### src/rtl/startup_seq_ctrl.sv
// Post-configuration startup sequencer for STARTUP_VIRTEX6: releases GSR, then GTS,
// drives DONE, bursts user CCLK, and re-asserts the globals on EOS loss or abort.
module startup_seq_ctrl #(
    parameter int GSR_HOLD_CYCLES  = 16,
    parameter int GTS_HOLD_CYCLES  = 8,
    parameter int DONE_HOLD_CYCLES = 4,
    parameter int CCLK_DIV         = 4,
    parameter int CCLK_PULSES      = 8,
    parameter int CNT_W            = 16
) (
    input  logic CLK,
    input  logic RST,
    input  logic START,
    input  logic ABORT,
    input  logic EOS,
    output logic GSR_O,
    output logic GTS_O,
    output logic USRDONEO,
    output logic USRDONETS,
    output logic USRCCLKO,
    output logic USRCCLKTS,
    output logic BUSY,
    output logic READY,
    output logic ERR
);

    typedef enum logic [2:0] {
        ST_IDLE,
        ST_WAIT_EOS,
        ST_HOLD_GSR,
        ST_HOLD_GTS,
        ST_DONE_DRV,
        ST_CCLK_BURST,
        ST_RUN
    } state_t;

    // Zero-length phases are stretched to one cycle so every phase is observable.
    localparam logic [CNT_W-1:0] GSR_LOAD  = (GSR_HOLD_CYCLES  < 1) ? CNT_W'(1) : CNT_W'(GSR_HOLD_CYCLES);
    localparam logic [CNT_W-1:0] GTS_LOAD  = (GTS_HOLD_CYCLES  < 1) ? CNT_W'(1) : CNT_W'(GTS_HOLD_CYCLES);
    localparam logic [CNT_W-1:0] DONE_LOAD = (DONE_HOLD_CYCLES < 1) ? CNT_W'(1) : CNT_W'(DONE_HOLD_CYCLES);
    localparam logic [CNT_W-1:0] DIV_LOAD  = (CCLK_DIV         < 1) ? CNT_W'(1) : CNT_W'(CCLK_DIV);
    localparam logic [CNT_W-1:0] HALF_LOAD = CNT_W'(2 * CCLK_PULSES);
    localparam logic [CNT_W-1:0] CNT_ONE   = CNT_W'(1);
    localparam bit               SKIP_BURST = (CCLK_PULSES == 0);

    state_t           state_q, state_d;
    logic [CNT_W-1:0] cnt_q, cnt_d;
    logic [CNT_W-1:0] half_q, half_d;
    logic             eos_meta_q, eos_meta_d;
    logic             eos_s_q, eos_s_d;
    logic             gsr_q, gsr_d;
    logic             gts_q, gts_d;
    logic             done_o_q, done_o_d;
    logic             done_ts_q, done_ts_d;
    logic             cclk_q, cclk_d;
    logic             cclk_ts_q, cclk_ts_d;
    logic             busy_q, busy_d;
    logic             ready_q, ready_d;
    logic             err_q, err_d;
    logic             eos_lost;

    always_comb begin
        eos_lost = !eos_s_q && (state_q != ST_IDLE) && (state_q != ST_WAIT_EOS);
    end

    always_comb begin
        eos_meta_d = EOS;
        eos_s_d    = eos_meta_q;
        state_d    = state_q;
        cnt_d      = cnt_q;
        half_d     = half_q;
        gsr_d      = gsr_q;
        gts_d      = gts_q;
        done_o_d   = done_o_q;
        done_ts_d  = done_ts_q;
        cclk_d     = cclk_q;
        cclk_ts_d  = cclk_ts_q;
        busy_d     = busy_q;
        ready_d    = ready_q;
        err_d      = err_q;

        if (ABORT) begin
            state_d   = ST_IDLE;
            cnt_d     = '0;
            half_d    = '0;
            gsr_d     = 1'b1;
            gts_d     = 1'b1;
            done_o_d  = 1'b0;
            done_ts_d = 1'b1;
            cclk_d    = 1'b0;
            cclk_ts_d = 1'b1;
            busy_d    = 1'b0;
            ready_d   = 1'b0;
        end else if (eos_lost) begin
            // Device lost configuration: put the globals back and wait for EOS again.
            state_d   = ST_WAIT_EOS;
            cnt_d     = '0;
            half_d    = '0;
            gsr_d     = 1'b1;
            gts_d     = 1'b1;
            done_o_d  = 1'b0;
            done_ts_d = 1'b1;
            cclk_d    = 1'b0;
            cclk_ts_d = 1'b1;
            busy_d    = 1'b1;
            ready_d   = 1'b0;
            err_d     = 1'b1;
        end else begin
            case (state_q)
                ST_IDLE: begin
                    if (START) begin
                        state_d = ST_WAIT_EOS;
                        busy_d  = 1'b1;
                        err_d   = 1'b0;
                    end
                end
                ST_WAIT_EOS: begin
                    if (eos_s_q) begin
                        state_d = ST_HOLD_GSR;
                        cnt_d   = GSR_LOAD;
                    end
                end
                ST_HOLD_GSR: begin
                    if (cnt_q == CNT_ONE) begin
                        state_d = ST_HOLD_GTS;
                        gsr_d   = 1'b0;
                        cnt_d   = GTS_LOAD;
                    end else begin
                        cnt_d = cnt_q - CNT_ONE;
                    end
                end
                ST_HOLD_GTS: begin
                    if (cnt_q == CNT_ONE) begin
                        state_d   = ST_DONE_DRV;
                        gts_d     = 1'b0;
                        done_o_d  = 1'b1;
                        done_ts_d = 1'b0;
                        cnt_d     = DONE_LOAD;
                    end else begin
                        cnt_d = cnt_q - CNT_ONE;
                    end
                end
                ST_DONE_DRV: begin
                    if (cnt_q == CNT_ONE) begin
                        if (SKIP_BURST) begin
                            state_d = ST_RUN;
                            cnt_d   = '0;
                            busy_d  = 1'b0;
                            ready_d = 1'b1;
                        end else begin
                            state_d   = ST_CCLK_BURST;
                            cclk_ts_d = 1'b0;
                            cclk_d    = 1'b1;
                            cnt_d     = DIV_LOAD;
                            half_d    = HALF_LOAD;
                        end
                    end else begin
                        cnt_d = cnt_q - CNT_ONE;
                    end
                end
                ST_CCLK_BURST: begin
                    // cnt_q times one half-period; half_q counts half-periods left in the burst.
                    if (cnt_q == CNT_ONE) begin
                        if (half_q == CNT_ONE) begin
                            state_d   = ST_RUN;
                            cnt_d     = '0;
                            half_d    = '0;
                            cclk_d    = 1'b0;
                            cclk_ts_d = 1'b1;
                            busy_d    = 1'b0;
                            ready_d   = 1'b1;
                        end else begin
                            cclk_d = !cclk_q;
                            cnt_d  = DIV_LOAD;
                            half_d = half_q - CNT_ONE;
                        end
                    end else begin
                        cnt_d = cnt_q - CNT_ONE;
                    end
                end
                ST_RUN: begin
                    state_d = ST_RUN;
                end
                default: begin
                    state_d = ST_IDLE;
                end
            endcase
        end
    end

    always_ff @(posedge CLK) begin
        if (RST) begin
            state_q    <= ST_IDLE;
            cnt_q      <= '0;
            half_q     <= '0;
            eos_meta_q <= 1'b0;
            eos_s_q    <= 1'b0;
            gsr_q      <= 1'b1;
            gts_q      <= 1'b1;
            done_o_q   <= 1'b0;
            done_ts_q  <= 1'b1;
            cclk_q     <= 1'b0;
            cclk_ts_q  <= 1'b1;
            busy_q     <= 1'b0;
            ready_q    <= 1'b0;
            err_q      <= 1'b0;
        end else begin
            state_q    <= state_d;
            cnt_q      <= cnt_d;
            half_q     <= half_d;
            eos_meta_q <= eos_meta_d;
            eos_s_q    <= eos_s_d;
            gsr_q      <= gsr_d;
            gts_q      <= gts_d;
            done_o_q   <= done_o_d;
            done_ts_q  <= done_ts_d;
            cclk_q     <= cclk_d;
            cclk_ts_q  <= cclk_ts_d;
            busy_q     <= busy_d;
            ready_q    <= ready_d;
            err_q      <= err_d;
        end
    end

    assign GSR_O     = gsr_q;
    assign GTS_O     = gts_q;
    assign USRDONEO  = done_o_q;
    assign USRDONETS = done_ts_q;
    assign USRCCLKO  = cclk_q;
    assign USRCCLKTS = cclk_ts_q;
    assign BUSY      = busy_q;
    assign READY     = ready_q;
    assign ERR       = err_q;

endmodule

### config.mk
export PLATFORM = sky130hd
export DESIGN_NAME = startup_seq_ctrl
export DESIGN_NICKNAME = d
export VERILOG_FILES = /design/src/rtl/startup_seq_ctrl.sv
export SDC_FILE = /design/constraint.sdc
export NUM_CORES = 1
export LEC_CHECK = 0
export ABC_AREA = 1
export BUFFER_PORTS_ARGS = -buffer_cell sky130_fd_sc_hd__buf_2
export CAP_MARGIN = 0
export CORE_UTILIZATION = 52
export DETAILED_ROUTE_END_ITERATION = 8
export PLACE_DENSITY = 0.7
export SETUP_SLACK_MARGIN = 0.02
export SKIP_CTS_REPAIR_TIMING = 1
export SYNTH_ARGS = -nofsm -noshare
export SYNTH_HDL_FRONTEND = slang
export SYNTH_SLANG_ARGS = --single-unit
export TNS_END_PERCENT = 100
### constraint.sdc
create_clock -name CLK -period 3.45 [get_ports CLK]
set_input_delay 0.345 -clock CLK [delete_from_list [all_inputs] [get_ports CLK]]
set_output_delay 0.345 -clock CLK [all_outputs]
set_load 0.005 [all_outputs]
; ---- After elaboration in Yosys (flattened, before gate mapping)
; Index checks and enable logic that the tools add are counted.
[classes]
add_sub_neg = 2
eq_ne = 23
muxes = 35
n_bitwise = 1
n_reduce_logical = 24
[ops]
columns = op, n
row1 = 2-to-1 mux 16 bit, 7
row2 = case mux 16 bit (4 select lines), 1
row3 = equality test 16 x 1 -> 1 bit (second input constant), 2
row4 = case mux 16 bit (2 select lines), 1
row5 = subtractor 16 x 1 -> 16 bit (second input constant), 2
row6 = 2-to-1 mux 3 bit, 8
row7 = inequality test 3 bit (second input constant), 7
row8 = case mux 3 bit (7 select lines), 1
row9 = 2-to-1 mux 1 bit, 14
row10 = inequality test 2 bit (second input constant), 7
row11 = AND reduction 7 bit, 2
row12 = equality test 3 bit (second input constant), 3
row13 = AND reduction 3 bit, 3
row14 = AND reduction 4 bit, 2
row15 = equality test 3 x 2 -> 1 bit (second input constant), 2
row16 = case mux 1 bit (2 select lines), 3
row17 = AND reduction 2 bit, 3
row18 = nonzero test 2 bit, 3
row19 = nonzero test 3 bit, 2
row20 = nonzero test 4 bit, 1
row21 = OR reduction 2 bit, 2
row22 = equality test 3 x 1 -> 1 bit (second input constant), 1
row23 = zero test 3 bit, 1
row24 = inequality test 3 x 1 -> 1 bit (second input constant), 1
row25 = 4 further kinds, 6
[word_totals]
ff_bits = 45
input_bits = 5

; ---- Logic depth before layout (Yosys ltp)
[depth]
depth_word = 5
depth_mapped = 10

; ---- Least setup slack after synthesis
; No wires, ideal clock.
[synth_timing]
path_kind = register to register
startpoint = register cnt_q[1]
endpoint = register cnt_q[14]
arrival_time_ns = 1.395
required_time_ns = 3.334
slack_ns = 1.939
stages_incl_launch_ff = 11
cell_sequence = dfxtp_1 > inv_1 > ha_1 > nand3_1 > nor2_4 > nand2_4 > nand2_1 > inv_1 > nand2_1 > nand3_1 > and3_1
[synth_via]
elab_chain_len = 3
[synth_lines]
columns = element, line_no
row1 = "start, declared", 47  ; logic [CNT_W-1:0] cnt_q, cnt_d;
row2 = "start signal, assigned", 209  ; cnt_q <= cnt_d;
row3 = subtractor 16 x 1 -> 16 bit / equality test 16 x 1 -> 1 bit (equally long branches), -
row4 = 2-to-1 mux 16 bit (on tied branches), "163, 124, 144"
row5 = case mux 16 bit (4 select lines) (*), 109  ; case (state_q)
; Mark *: on every way between the ends. The rest lies on a longest branch, timed or not.
; A chain may end at the register's enable or synchronous reset.

; ---- Worst setup path in the final report
[layout_timing]
startpoint = register state_q[1]
endpoint = register cnt_q[15]
[layout_via]
elab_chain_len = 4
[layout_lines]
columns = element, line_no
row1 = "start, declared", 46  ; state_t state_q, state_d;
row2 = "start signal, assigned", 208  ; state_q <= state_d;
row3 = equality test 3 bit (tied with other cells), 109
row4 = OR reduction 2 bit (no source line) / logical AND 1 bit (equally long branches), -
row5 = nonzero test 4 bit (no source line) / logical AND 1 bit (equally long branches), -
row6 = AND reduction 2 bit (no source line) / OR reduction 3 bit (equally long branches), -
; Parallel ways exist; a longest one is shown, timed or not.

==> metrics.txt <==
Seq pwr share=50.9%; Overall Power=1.05 mW; Post-Synth Simple-Gate Area=38.8%; core region area=0.00447 mm^2; adder-cell share of the synthesized area=2.02%; Detail Route Antenna Nets=0; largest net degree at the start of global routing=14; antenna fix cells=0; post-synthesis sequential area ratio=36.3%; nets=391; crit path time final=2.09 ns; DRC=0; area of the multi-input gates=0.00140 mm^2; mux cell area share after synthesis=0%; Crit Path Class=reg2reg; Area growth, synth to finish=9.44%; Synth Register Bits=45; Ys Warns=0; Detailed Place HPWL=3940 um; Initial Util=55.4%; Worst R2R End=cnt_q[15]; H-tree levels=2; first-pass GRT wire length=8980 um; Worst Path Required=3.68 ns; Core Util, Final=60.6%; WL per Instance=11.8 um; TritonCTS buffer count=5; Clock power frac=39.0%; RSZ-0062 raised after global routing=no; RR Startpoint=state_q[1]; Worst Max-Slew Pin Slew=0.796 ns; Setup-failing EPs final=0; CTS root buf=clkbuf_8; Worst Path Max Fanout=12; vias in the first global route=2035; async set-or-reset flop fraction in the synthesized netlist=0%; largest family of logic cells by synthesized area=simple AND/OR/NAND/NOR gates; DRT Wirelength=5130 um; switch share=23.9%; Die Ht=71.0 um; Critical Path Start Type=flip-flop; fin crit share=60.5%; clock slew at the register clock pins of the worst setup and hold paths=0.08 ns; Compound-Gate Fraction of Synth Area=12.9%; Filler Cell Count=446; initial antenna violation count=0; num rows=24; Peak VDD IR=0.209 mV; Post-Route Setup TNS=0 ns; internal cell power=0.798 mW; layout cells sized above 1=13.6%; cell count after placement=427; Pwr Density=386 mW/mm^2; vias=2249; Reg2Reg Depth=7; # Max-Cap Violations=0; sequential cell area=901 um^2; Mapped Cells=364; leakage power=1.19 nW; number of synthesized flops with an enable pin=0; 1st-pass router iterations=4; non-filler cells in the finished layout=435; RePlAce Congestion=0.848; CTS max path bufs=2; drt via density=5.17; Chip Width=71.0 um; initial drt markers=144; synthesized area=0.00248 mm^2; Final Hold Fails=0; XOR/XNOR Fraction of Synth Area=2.83%; PortBufs=13; CTS tree=done; Worst Hold Class=in2reg; clk_lat worst skew=0.30 ns; # clock sinks=45; R2R setup slack=1.36 ns; die area=0.00505 mm^2; worst hold slack=0.238 ns; gr ovfl total=0; post-synth cell types=35; fin. max-slew vios=0; Comb pwr share=10.1%; Peak Freq=479 MHz; commonest register cell after synthesis=dfxtp_1; CP endpoint kind=flip-flop; status=finished, final reports clean; sw power=0.250 mW; Layout Skew=0.00478 ns; syn avg cell area=6.81 um^2; Worst Hold Endpoint=eos_s_q; io pins=14; Max transition margin=46.7%; GRT Util Overall=22.1%; start point of the worst hold path=RST; CP Data Arrival Time=2.32 ns; Hold Path Depth=2; Mapped Nets=373
-- Yosys cell counts (2+ instances only) --
cell     number  area share [%]
nand2_1      77              12
nor2_1       63             9.5
dfxtp_1      45              36
inv_1        38             5.8
a21oi_1      32             6.5
nand3_1      27             5.5
o21ai_0      16             3.2
nor2_2        8             2.0
xor2_1        6             2.1
nand4_1       5             1.3
nor3_1        5             1.0
ha_1          4             2.0
nor2_4        4             1.8
or2_2         4             1.0
inv_2         3            0.45
nand2_2       3            0.76
a21oi_4       2             1.3
nand2_4       2            0.91
o22ai_1       2            0.50
or2_0         2            0.50
xnor2_1       2            0.71
-- critical path, stage by stage, from the launching register on --
cell and delay (ns):
dfxtp_1 0.36, nor2_2 0.18, nor2_1 0.10, nor2_1 0.62, inv_2 0.27, a21oi_4 0.26
inv_2 0.09, a21oi_1 0.12
-- metal layers --
layer / vias to the layer above / track usage (%) / routed length [um]
li1: 1209 / - / -
met1: 1005 / 30.4 / 2690
met2: 28 / 35.3 / 2230
met3: 7 / 3.56 / 137
met4: 0 / 8.00 / 71
met5: - / 0 / 0
-- layout make-up --
type	count	area share [%]
multi-input cells	274	51.6
clock inverters	1	1.11
well taps	52	2.40
clock buffers	7	3.18
flip-flops and latches	45	33.2
repair buffers	13	2.40
inverters	43	6.09
-- logic make-up (layout without fill, tap and decap cells) --
family                   count (synthesis)  count (layout)
adder cells (fa/ha/maj)                  4               4
flip-flops                              45              45
AO/OA/AOI/OAI                           57              57
XOR/XNOR                                 8               8
buffers and inverters                   45              64
AND/OR/NAND/NOR                        205             205
-- worst max-delay path by stage --
| stage | from | endpoint | slack, ns | cells past startpoint |
|---|---|---|---|---|
| finish | state_q[1] | cnt_q[15] | 1.36 | 7 |
| global route | state_q[1] | cnt_q[12] | 1.18 | 7 |
| CTS | state_q[1] | cnt_q[12] | 1.33 | 7 |
| detailed placement | ABORT | cnt_q[12] | 1.30 | 8 |
| global placement | RST | cnt_q[6] | 1.40 | 8 |
| floorplan | cnt_q[1] | cnt_q[14] | 1.94 | 10 |
-- per-stage QoR --
stage / setup WS, ns / instance area, um^2
2_1_floorplan: 1.94 / 2480
3_3_place_gp: 1.40 / 2600
3_5_place_dp: 1.30 / 2600
4_1_cts: 1.33 / 2710
5_1_grt: 1.18 / 2710
6_report: 1.36 / 2710
-- power groups by stage --
| stage | Sequential [mW] | Combinational (mW) | Clock, mW |
|---|---|---|---|
| after floorplan | 0.545 | 0.0847 | 0 |
| after global placement | 0.546 | 0.103 | 0 |
| after detailed placement | 0.546 | 0.105 | 0 |
| after CTS | 0.534 | 0.105 | 0.423 |
| after global routing | 0.535 | 0.120 | 0.443 |
| final | 0.534 | 0.105 | 0.409 |
-- sequential cells by signal, indices dropped and copies added (netlist names) --
signal,cells
BUSY,1
ERR,1
GSR_O,1
READY,1
USRCCLKO,1
USRCCLKTS,1
USRDONEO,1
USRDONETS,1
cnt_q,16
eos_meta_q,1
eos_s_q,1
half_q,16
state_q,3
-- layout by cell type (no fill, tap or decap), types with 2 or more instances in the layout --
cell and n:
a21oi_4 2, o22ai_1 2, buf_2 13, nor2_4 4, nand2_2 3, nand2_4 2, or2_0 2, nor2_2 8
clkbuf_8 6, inv_2 3, dfxtp_1 45, nand2_1 77, nand3_1 27, o21ai_0 16, or2_2 4, xor2_1 6
nor2_1 63, nand4_1 5, nor3_1 5, inv_1 38, ha_1 4, a21oi_1 32, xnor2_1 2
Power figures use the tool's default switching activity.
